==> config.mk <==
export PLATFORM = sky130hd
export DESIGN_NAME = gray_to_ex3_serial_flat
export DESIGN_NICKNAME = d
export VERILOG_FILES = /design/src/rtl/gray_to_ex3_serial_if.sv /design/src/rtl/gray_to_ex3_serial.sv /design/src/flat_wrapper.sv
export SDC_FILE = /design/constraint.sdc
export NUM_CORES = 1
export LEC_CHECK = 0
export ABC_AREA = 1
export CAP_MARGIN = 10
export CORE_MARGIN = 2
export CORE_UTILIZATION = 28
export CTS_BUF_LIST = sky130_fd_sc_hd__clkbuf_4
export CTS_CLUSTER_DIAMETER = 80
export CTS_CLUSTER_SIZE = 20
export DETAILED_ROUTE_END_ITERATION = 10
export HOLD_SLACK_MARGIN = 0.03
export PLACE_DENSITY = 0.48
export SYNTH_ARGS = -nofsm -noshare
export SYNTH_HDL_FRONTEND = slang
export SYNTH_SLANG_ARGS = --single-unit
==> constraint.sdc <==
create_clock -name clk -period 1.7 [get_ports clk]
set_input_delay 0.425 -clock clk [delete_from_list [all_inputs] [get_ports clk]]
set_output_delay 0.425 -clock clk [all_outputs]
set_load 0.01 [all_outputs]
==> src/rtl/gray_to_ex3_serial_if.sv <==
// Valid/ready handshake bundle between a Gray digit source, the decoder and
// an Excess-3 consumer.
interface gray_to_ex3_serial_if;
  logic       in_valid;
  logic       in_ready;
  logic [3:0] gray;
  logic       out_valid;
  logic       out_ready;
  logic [3:0] ex3;
  logic       out_err;

  modport slave (
    input  in_valid,
    input  gray,
    input  out_ready,
    output in_ready,
    output out_valid,
    output ex3,
    output out_err
  );

  modport master (
    output in_valid,
    output gray,
    output out_ready,
    input  in_ready,
    input  out_valid,
    input  ex3,
    input  out_err
  );
endinterface

==> src/rtl/gray_to_ex3_serial.sv <==
// Bit-serial Gray-to-Excess-3 digit decoder: MSB-first Gray-to-binary
// resolution, then a registered +3 bias with optional decimal range check.
//
// state | meaning
// IDLE  | ready for a digit, gray captured on acceptance
// SHIFT | resolving one binary bit per clock, k = 3..0
// DONE  | registering ex3/out_err, bumping err_count
// HOLD  | result presented until out_ready
module gray_to_ex3_serial #(
  parameter bit CHECK_RANGE = 1'b1,
  parameter int CNT_W       = 8
) (
  input  logic                  clk,
  input  logic                  rst,
  gray_to_ex3_serial_if.slave   bus,
  output logic [CNT_W-1:0]      err_count
);

  typedef enum logic [1:0] {IDLE, SHIFT, DONE, HOLD} state_t;

  state_t     state, state_nxt;
  logic [3:0] g_reg;
  logic [3:0] bin_reg;
  logic [1:0] k;
  logic [3:0] ex3_reg;
  logic       err_reg;
  logic       prev_bit;
  logic [3:0] bin_plus3;
  logic       range_err;

  always_ff @(posedge clk) begin
    if (rst) state <= IDLE;
    else     state <= state_nxt;
  end

  always_comb begin
    state_nxt = state;
    case (state)
      IDLE:  if (bus.in_valid)  state_nxt = SHIFT;
      SHIFT: if (k == 2'd0)     state_nxt = DONE;
      DONE:                     state_nxt = HOLD;
      HOLD:  if (bus.out_ready) state_nxt = IDLE;
      default:                  state_nxt = IDLE;
    endcase
  end

  // The MSB has no higher neighbour, so it XORs against zero.
  always_comb begin
    prev_bit  = (k == 2'd3) ? 1'b0 : bin_reg[k + 2'd1];
    bin_plus3 = bin_reg + 4'd3;
    range_err = CHECK_RANGE && (bin_reg > 4'd9);
  end

  always_ff @(posedge clk) begin
    if (rst) begin
      g_reg     <= 4'd0;
      bin_reg   <= 4'd0;
      k         <= 2'd0;
      ex3_reg   <= 4'd0;
      err_reg   <= 1'b0;
      err_count <= '0;
    end else begin
      case (state)
        IDLE: begin
          if (bus.in_valid) begin
            g_reg   <= bus.gray;
            bin_reg <= 4'd0;
            k       <= 2'd3;
          end
        end
        SHIFT: begin
          bin_reg[k] <= prev_bit ^ g_reg[k];
          k          <= k - 2'd1;
        end
        DONE: begin
          ex3_reg <= range_err ? 4'd0 : bin_plus3;
          err_reg <= range_err;
          if (range_err && (err_count != {CNT_W{1'b1}}))
            err_count <= err_count + CNT_W'(1);
        end
        default: ;
      endcase
    end
  end

  assign bus.in_ready  = (state == IDLE);
  assign bus.out_valid = (state == HOLD);
  assign bus.ex3       = ex3_reg;
  assign bus.out_err   = err_reg;

endmodule

==> src/flat_wrapper.sv <==
// flat-port wrapper written by rule: the top's interface ports become plain ports
module gray_to_ex3_serial_flat 
#(
  parameter bit CHECK_RANGE = 1'b1,
  parameter int CNT_W       = 8
)
  (clk, rst, err_count, bus_in_valid, bus_gray, bus_out_ready, bus_in_ready, bus_out_valid, bus_ex3, bus_out_err);
  gray_to_ex3_serial_if bus_i ();
  input  logic clk;
  input  logic rst;
  output logic [CNT_W-1:0] err_count;
  input wire logic [$bits(bus_i.in_valid)-1:0] bus_in_valid;
  input wire logic [$bits(bus_i.gray)-1:0] bus_gray;
  input wire logic [$bits(bus_i.out_ready)-1:0] bus_out_ready;
  output wire logic [$bits(bus_i.in_ready)-1:0] bus_in_ready;
  output wire logic [$bits(bus_i.out_valid)-1:0] bus_out_valid;
  output wire logic [$bits(bus_i.ex3)-1:0] bus_ex3;
  output wire logic [$bits(bus_i.out_err)-1:0] bus_out_err;
  assign bus_i.in_valid = bus_in_valid;
  assign bus_i.gray = bus_gray;
  assign bus_i.out_ready = bus_out_ready;
  assign bus_in_ready = bus_i.in_ready;
  assign bus_out_valid = bus_i.out_valid;
  assign bus_ex3 = bus_i.ex3;
  assign bus_out_err = bus_i.out_err;
  gray_to_ex3_serial #(.CHECK_RANGE(CHECK_RANGE), .CNT_W(CNT_W)) u_core (.clk(clk), .rst(rst), .bus(bus_i), .err_count(err_count));
endmodule
==> results of run 1 <==
## worst paths after layout
path | end | slack (ns) | cells after the start
setup / recovery | err_count[0] | 0.07 | 1
hold reg to reg | u_core.g_reg[1]$_SDFFE_PP0P_ | 0.47 | 2
hold / removal | u_core.g_reg[1]$_SDFFE_PP0P_ | 0.47 | 2
setup reg to reg | u_core.err_count[6]$_SDFFE_PP0P_ | 0.13 | 10
## metal layers
| metal | GRT usage, % | vias to the layer above | wire, um |
|---|---|---|---|
| li1 | - | 685 | - |
| met1 | 17.6 | 570 | 1570 |
| met2 | 19.1 | 23 | 1380 |
| met3 | 1.63 | 2 | 103 |
| met4 | 3.64 | 0 | 27 |
| met5 | 0 | - | 0 |
## worst register-to-register path, delay by kind of cell, from the launching register on
kind | cells | cell delay [ns]
AOI/OAI and AO/OA | 1 | 0.17
adders and majority gates | 1 | 0.20
buffers and inverters | 2 | 0.14
DFF | 1 | 0.36
and+or+nand+nor | 6 | 0.61
## cells in the mapped netlist, types with 3 or more instances
cell	instances
nand2_1	38
inv_1	27
dfxtp_1	25
a21oi_1	18
nor2_1	16
nand3_1	15
o21ai_0	13
ha_1	11
inv_2	4
buf_2	3
## area by class of cell
type | instances | area, um2
clock buffers | 3 | 22.5
fillers | 518 | 2880
well taps | 67 | 83.8
clock inverters | 1 | 5.00
inverters | 31 | 119
flip-flops and latches | 25 | 522
repair buffers | 31 | 317
multi-input cells | 133 | 773
## layout by cell type (no fill, tap or decap), types with 3 or more instances in the layout
cell / Yosys / routed
clkdlybuf4s50_1: 0 / 8
nor2_1: 16 / 16
ha_1: 11 / 9
nor2_4: 2 / 3
dfxtp_1: 25 / 14
nand3_2: 0 / 3
buf_4: 0 / 9
nand3_1: 15 / 12
dlymetal6s2s_1: 0 / 12
clkbuf_4: 0 / 3
dfxtp_2: 0 / 8
nand2_1: 38 / 38
o21ai_0: 13 / 13
inv_2: 4 / 4
inv_1: 27 / 26
dfxtp_4: 0 / 3
a21oi_1: 18 / 18
## cell families (layout without fill, tap and decap cells)
logic type | after synthesis | in the layout | synth area share (%)
adders and majority gates | 11 | 11 | 9.99
AOI/OAI and AO/OA | 42 | 42 | 17.5
and+or+nand+nor | 76 | 77 | 23.9
buffers and inverters | 35 | 66 | 10.4
DFF | 25 | 25 | 36.3
xor gates and xnor gates | 3 | 3 | 1.91
## power groups by stage
stage	Clock (W)	Sequential (W)	Combinational, W
finish	0.000278	0.000761	0.00101
global route	0.000320	0.000777	0.00116
CTS	0.000292	0.000768	0.000993
detailed placement	0	0.000779	0.00100
global placement	0	0.000778	0.00101
floorplan	0	0.000787	0.000638
## per-stage QoR
stage                     hold WS [ns]  instance area [um2]  std cells  TNS [ns]  power [W]
after floorplan                  0.429                 1380        192         0    0.00143
after global placement           0.448                 1700        283         0    0.00179
after detailed placement         0.455                 1700        283   -0.0122    0.00178
after CTS                        0.475                 1750        288         0    0.00205
after global routing             0.496                 1840        291   -0.0115    0.00226
final                            0.469                 1840        291         0    0.00205
## what timing repair did
action,in CTS,in global routing
gates resized for setup,13,25
pin swaps,1,3
endpoints found under the setup margin,13,22
cloned,1,0
setup buffers,0,3
==> results.yml, run 1 <==
clock_tree:
  clock-root-buffer: "clkbuf_4"
  cts_tree: "built"
  insertion_delay_ns: 0.32
  cts_buffers: 3
  cts_buffer_depth: 2
  postCtsHoldBufs: 0
  h-tree-depth: 1
  cts.reportedPaths.clkPinSlew_ns: 0.15
  numClockSinks: 25
final_layout:
  utilization_pct: 39.0
  largest_reg_flops: 8
  regMostFlops: "u_core.err_count"
  drive_gt1_share_pct: 19.2
  nets: 244
  area_growth_pct: 33.7
  num_antenna_cells: 0
yosys:
  yosysUniqueCellTypes: 24
  yosysSeqAreaShare_pct: 36.3
  synth-edff-count: 0
  syn_area_per_cell_um2: 7.17
  synth_flop_cell: "dfxtp_1"
  syn-cell-area_um2: 1380
  syn-instance-count: 192
  ys_top_cells_by_area: "dfxtp_1 36%, nand2_1 10%, ha_1 10%"
  syn_nets: 211
  ys_seq_elements: 25
  synth_top_area_cell: "dfxtp_1"
  synthArstFlopShare_pct: 0
  yosysTopAreaCellShare_pct: 36.3
  yosysWarningCount: 0
global_route:
  grt_use_total_pct: 12.3
  gr-total-overflow: 0
  antenna_found_initial: 0
  grt_pass1_wl_um: 5270
  grt_max_degree: 17
  grt_pass1_vias: 1213
worst_setup_path:
  arrival_ns: 1.21
  slowest_stage: "clkdlybuf4s50_1"
  worstPathCellList: "clkdlybuf4s50_1"
  r2r-start: "u_core.bin_reg[1]$_SDFFE_PP0P_"
  crit_start: "u_core.err_count[0]$_SDFFE_PP0P_"
  max_stage_delay_ns: 0.53
  start_kind: "flop"
  cp_max_fo: 2
  endpoint_kind: "output pin"
  path_buf_inv: 1
  cp.required_ns: 1.27
  critPathTopFamily: "buffers and inverters"
  critPathKind: "flop to output pin"
placement:
  routabilityCongestion: 0.801
  dp_hpwl_um: 2300
  portBuffers: 22
  dpl_worst_slack_ns: -0.00528
power:
  seq_power_share_pct: 37.1
  p_sw_share_pct: 41.5
  p_clk_share_pct: 13.6
  p_leak_nw: 0.922
  ir_drop_uv: 579
  p_switching_w: 0.000849
  p_int_w: 0.00120
  comb_power_share_pct: 49.3
  power_density_nw_per_um2: 1110
detailed_routing:
  vias_per_cell: 4.40
  dr.pass1.iters: 4
  postRouteWirelength_um: 3080
  drt_iter0_markers: 83
  vias: 1280
  drc: 0
  antenna_left: 0
  avgRoutedWirePerCell_um: 10.6
die:
  io_pins: 23
  die_area_um2: 5500
  fp.dieH_um: 74.1
  fp.coreArea_um2: 4720
  rows: 25
  initial_core_util_pct: 29.2
  die_w_um: 74.1
sta:
  period_minus_slack_ns: 1.63
  finalHoldViolCount: 0
  period_share_pct: 96.0
  setup_slack_ns: 0.0676
  timing.fmax_ghz: 0.613
  slew_violations: 0
  setup_viol: 0
  finalClockSkew_ns: 0.00214
  slew-limit-headroom_pct: 68.3
  tightest_slew_ns: 0.475
hold_path:
  hold_class: "flop to flop"
  worstHoldStart: "u_core.g_reg[1]$_SDFFE_PP0P_"
run:
  cap_violations: 0
status:
  status: "completed"
(Power assumes the default switching activity.)
==> run 2, diff against run 1 <==
ABC_AREA = 0   (was 1)
GPL_TIMING_DRIVEN = 0   (was default)
MAX_ROUTING_LAYER = met4   (was default)
PLACE_DENSITY = 0.49   (was 0.48)
==> run 2 against run 1 <==
Compared with the run above: the flow now finishes with violations (negative setup slack); sequential share of layout area is 0.52 points higher; maximum frequency is 5.4% lower; cell count fell by 21%; final area up 2.0%; global-route usage up 0.50 points; clock skew up 0.0053 ns; critical endpoint is now u_core.bin_reg[1]$_SDFFE_PP0P_; largest cell class unchanged.
==> results.yml, run 2 <==
placement:
  dp_hpwl_um: 2190
  routabilityCongestion: 0.741
  portBuffers: 21
run:
  cap_violations: 0
sta:
  setup_viol: 4
  period_minus_slack_ns: 1.73
  rsz0062_at_grt: "yes"
  slew_violations: 0
  slew-limit-headroom_pct: 61.8
  finalClockSkew_ns: 0.00748
  finalHoldViolCount: 0
  tightest_slew_ns: 0.573
  period_share_pct: 102
  hold_ws_ns: 0.465
  setup_slack_ns: -0.0257
  timing.fmax_ghz: 0.579
clock_tree:
  cts_tree: "built"
  cts_buffer_depth: 2
  clock-root-buffer: "clkbuf_4"
  cts_buffers: 3
  cts.reportedPaths.clkPinSlew_ns: 0.14
  postCtsHoldBufs: 0
  insertion_delay_ns: 0.33
  h-tree-depth: 1
  numClockSinks: 25
status:
  violations: "negative setup slack"
  status: "complete, but fails checks"
detailed_routing:
  vias: 1174
  postRouteWirelength_um: 3110
  vias_per_cell: 5.10
  drc: 0
  avgRoutedWirePerCell_um: 13.5
  dr.pass1.iters: 4
  antenna_left: 0
  drt_iter0_markers: 25
yosys:
  syn-cell-area_um2: 1320
  yosysWarningCount: 0
  yosysTopAreaCellShare_pct: 38.1
  ys_seq_elements: 25
  synth_common_cells: "25 x dfxtp_1, 14 x a21oi_1, 14 x inv_1, 11 x ha_1, 10 x nor2_1"
  yosysUniqueCellTypes: 32
  muxShareOfSynthArea_pct: 6.76
  synth_adder_area_share_pct: 10.5
  syn_nets: 162
  syn_area_per_cell_um2: 9.20
  syn-instance-count: 143
  synth_flop_cell: "dfxtp_1"
  synth_top_area_cell: "dfxtp_1"
  post-synth-top-count-cell: "dfxtp_1"
  yosys.area_share.simple_pct: 17.7
  ys_top_cells_by_area: "dfxtp_1 38%, ha_1 10%, a21oi_1 5.3%"
  yosysSeqAreaShare_pct: 38.1
  synthArstFlopShare_pct: 0
  synth_top_family_by_area: "compound AO/OA/AOI/OAI gates"
  synth-xor-area-share_pct: 2.00
  synth_compound_area_share_pct: 19.9
  synth-edff-count: 0
global_route:
  grt_pass1_wl_um: 5210
  gr-total-overflow: 0
  grt_use_total_pct: 12.8
  grt_max_degree: 14
  grt_pass1_vias: 1130
  antenna_found_initial: 0
worst_setup_path:
  ff2ff_setup_slack_ns: -0.03
  critPathKind: "flop to flop"
  path_buf_inv: 1
  worstPathCellList: "inv_2 > ha_4 > mux4_2 > nor2b_4 > xnor2_2 > o32ai_1"
  ff2ff_path_depth: 6
  cp_max_fo: 3
  start_kind: "flop"
  cp.required_ns: 1.91
  slowest_stage: "mux4_2"
  worstSetupPathDepth: 6
  critPathTopFamily: "multiplexers"
  max_stage_delay_ns: 0.49
  endpoint_kind: "flop"
  arrival_ns: 1.94
final_layout:
  area_growth_pct: 42.8
  final_cell_mix: "11 x a21oi_1, 11 x dlymetal6s2s_1, 10 x inv_1, 10 x nor2_1, 10 x dfxtp_1"
  multi_input_area_um2: 853
  nets: 198
  regMostFlops: "u_core.err_count"
  num_antenna_cells: 0
  largest_reg_flops: 8
  utilization_pct: 42.3
  seqCellArea_um2: 542
  drive_gt1_share_pct: 33.1
  fillers: 446
power:
  ir_drop_uv: 378
  power_density_nw_per_um2: 1010
  p_leak_nw: 0.860
die:
  io_pins: 23
  die_area_um2: 5260
  initial_core_util_pct: 29.6
  fp.coreArea_um2: 4440
  die_w_um: 72.5
  rows: 24
  fp.dieH_um: 72.5
hold_path:
  holdPathStages: 2
  hold_class: "flop to flop"
==> run 2: cell count changes in the layout (fill, tap and decap cells not counted), sizes merged, moves of 4 or more <==
cell / change
clkbuf: +4
a21oi: -6
nand2: -32
mux2i: +4
inv: -17
nor2: -11
o21ai: -10
nand3: -7
==> run 2: worst paths after layout <==
kind	start	endpoint
setup / recovery	u_core.k[0]$_SDFFE_PP0P_	u_core.bin_reg[1]$_SDFFE_PP0P_
hold / removal	u_core.g_reg[2]$_SDFFE_PP0P_	u_core.g_reg[2]$_SDFFE_PP0P_
setup reg to reg	u_core.k[0]$_SDFFE_PP0P_	u_core.bin_reg[1]$_SDFFE_PP0P_
hold reg to reg	u_core.g_reg[2]$_SDFFE_PP0P_	u_core.g_reg[2]$_SDFFE_PP0P_
==> run 2: per-layer routing <==
layer / wire (um) / vias up / track usage, %
met3: 106 / 5 / 2.36
met5: 0 / - / -
met4: 48 / 0 / 5.14
met1: 1360 / 561 / 14.9
li1: - / 586 / -
met2: 1600 / 22 / 21.5
==> run 2: where the power goes <==
group          internal (W)  switching (W)
Sequential         0.000665      0.0000579
Clock              0.000108       0.000187
Combinational      0.000412       0.000465
==> run 2: metrics by stage <==
stage,TNS [ns],cells,cell area (um2),total power (W),setup WS [ns]
after global routing,-0.587,230,1880,0.00205,-0.126
final,-0.0564,230,1880,0.00189,-0.0257
after detailed placement,-2.80,216,1620,0.00150,-0.334
after CTS,-0.119,227,1750,0.00185,-0.0349
after global placement,-2.26,216,1620,0.00148,-0.272
after floorplan,0,143,1340,0.00128,0.0150
==> run 2: cell type report <==
type / count / area share, %
multi-input combinational: 100 / 45.4
tap: 52 / 3.46
sequential: 25 / 28.8
buffer: 4 / 0.999
inverter: 14 / 2.93
timing repair buffer: 31 / 16.7
clock buffer: 4 / 1.60
==> run 2: timing repair <==
action                     CTS  global route
setup buffers                7             3
setup endpoints to repair   24            27
pin swaps                    4             5
resized for setup           26            39
==> run 2: worst reg2reg max path, stage by stage (launching register included) <==
cell and delay, ns:
dfxtp_4 0.37, inv_2 0.05, ha_4 0.27, mux4_2 0.49
nor2b_4 0.15, xnor2_2 0.17, o32ai_1 0.11
==> run 2: kinds of logic (layout without fill, tap and decap cells) <==
family,count (synthesis),count (layout)
multiplexers,6,6
buffers and inverters,18,53
XOR/XNOR,3,3
adder cells (fa/ha/maj),11,11
AO/OA/AOI/OAI,36,36
flip-flops,25,25
AND/OR/NAND/NOR,44,44
==> run 3, diff against run 2 <==
DONT_BUFFER_PORTS = 1   (was default)
PLACE_DENSITY = 0.42   (was 0.49)
clock period = 1.97 ns   (was 1.7 ns; I/O delays follow)
==> run 3 against run 2 <==
Compared with the run above: the flow now finishes without violations; critical path depth stayed put; routed wire length is 4.4% lower; non-clock buffer count is 26 lower; first-iteration DRC count is 20% higher; power is 19% lower; clock power is 19% lower; clock skew is 0.013 ns higher; setup slack better by 0.093 ns; maximum frequency is 9.3% lower; highest routed layer unchanged.
==> results.yml, run 3 (synthesized netlist as in run 2, its figures left out) <==
status:
  status: "completed"
clock_tree:
  cts_buffer_depth: 2
  insertion_delay_ns: 0.33
  cts.reportedPaths.clkPinSlew_ns: 0.13
  cts_buffers: 3
  numClockSinks: 25
  cts_tree: "built"
  clock-root-buffer: "clkbuf_4"
  h-tree-depth: 1
placement:
  routabilityCongestion: 0.723
  dpl_cell_area_um2: 1380
  portBuffers: 0
  dp_hpwl_um: 2150
die:
  fp.dieH_um: 72.5
  rows: 24
  fp.coreArea_um2: 4440
  die_area_um2: 5260
  io_pins: 23
  initial_core_util_pct: 29.6
  die_w_um: 72.5
worst_setup_path:
  arrival_ns: 2.11
  cp_max_fo: 4
  r2r-start: "u_core.k[1]$_SDFFE_PP0P_"
  path_buf_inv: 1
  start_kind: "flop"
  crit_start: "u_core.k[1]$_SDFFE_PP0P_"
  cp.required_ns: 2.18
  endpoint_kind: "flop"
  worstPathCellList: "inv_1 > ha_4 > mux4_1 > nor2b_1 > xnor2_2 > o32ai_1"
  slowest_stage: "mux4_1"
  critPathTopFamily: "multiplexers"
  max_stage_delay_ns: 0.52
  critPathKind: "flop to flop"
final_layout:
  regMostFlops: "u_core.err_count"
  num_antenna_cells: 0
  final_area_um2: 1510
  utilization_pct: 34.0
  area_growth_pct: 14.9
  final_cell_mix: "22 x dfxtp_1, 14 x a21oi_1, 13 x inv_1"
  drive_gt1_share_pct: 16.3
  nets: 173
  final_common_cell: "dfxtp_1"
  largest_reg_flops: 8
detailed_routing:
  vias_per_cell: 5.46
  wl_met2_um: 1530
  met3_length_um: 120
  antenna_left: 0
  m1WireLength_um: 1310
  drc: 0
  postRouteWirelength_um: 2980
  avgRoutedWirePerCell_um: 14.5
  drt_iter0_markers: 30
  dr.pass1.iters: 4
  highest_layer: "met4"
  vias: 1119
sta:
  slew_violations: 0
  tightest_slew_ns: 0.501
  slew-limit-headroom_pct: 66.6
  hold_ws_ns: 0.311
  period_minus_slack_ns: 1.90
  timing.fmax_ghz: 0.526
  finalClockSkew_ns: 0.0202
  setup_viol: 0
  finalHoldViolCount: 0
  rsz0062_at_grt: "yes"
  period_share_pct: 96.6
global_route:
  grt_pass1_wl_um: 4870
  grt_use_total_pct: 11.9
  grt_pass1_vias: 1105
  grt_max_degree: 16
  gr-total-overflow: 0
  antenna_found_initial: 0
power:
  power_density_nw_per_um2: 1020
  p_leak_nw: 0.536
  power_w: 0.00154
  ir_drop_uv: 469
hold_path:
  hold_class: "primary input to flop"
  worstHoldStart: "bus_gray[1]"
run:
  cap_violations: 0
-- run 3: path summary, 6_finish.rpt --
path | endpoint | slack [ns] | cells past startpoint
setup / recovery | u_core.bin_reg[2]$_SDFFE_PP0P_ | 0.07 | 6
hold / removal | u_core.g_reg[1]$_SDFFE_PP0P_ | 0.31 | 2
setup reg to reg | u_core.bin_reg[2]$_SDFFE_PP0P_ | 0.07 | 6
hold reg to reg | u_core.g_reg[1]$_SDFFE_PP0P_ | 0.47 | 2
-- run 3: repair_timing --
action,CTS,global route
hold endpoints to repair,0,0
pin swaps,0,2
hold buffers,0,0
buffers inserted,0,5
setup endpoints to repair,3,12
gates resized for setup,5,9
gates cloned,0,1
-- run 3: routing by layer --
layer,up-vias,global-route usage (%)
li1,541,-
met1,554,13.7
met2,22,20.9
met3,2,3.47
met4,0,2.06
met5,-,-
-- run 3: stage by stage --
stage / setup WS (ns) / TNS, ns / cells
after detailed placement: -0.171 / -0.478 / 195
after CTS: 0.0278 / 0 / 199
final: 0.0675 / 0 / 205
after global routing: -0.0238 / -0.0388 / 205
after global placement: -0.175 / -0.524 / 195
after floorplan: 0.0939 / 0 / 143
-- run 3: layout make-up --
class | count | area [um2]
Tap cell | 52 | 65.1
Inverter | 14 | 52.6
Clock buffer | 3 | 22.5
Clock inverter | 1 | 7.51
Sequential cell | 25 | 509
Multi-Input combinational cell | 101 | 801
Buffer | 4 | 16.3
Fill cell | 470 | 2930
Timing Repair Buffer | 5 | 37.5
-- run 3: report_power, final --
group	leakage [nW]	internal, W	switching [W]
Clock	0.0139	0.0000777	0.000162
Combinational	0.317	0.000290	0.000365
Sequential	0.205	0.000580	0.0000653
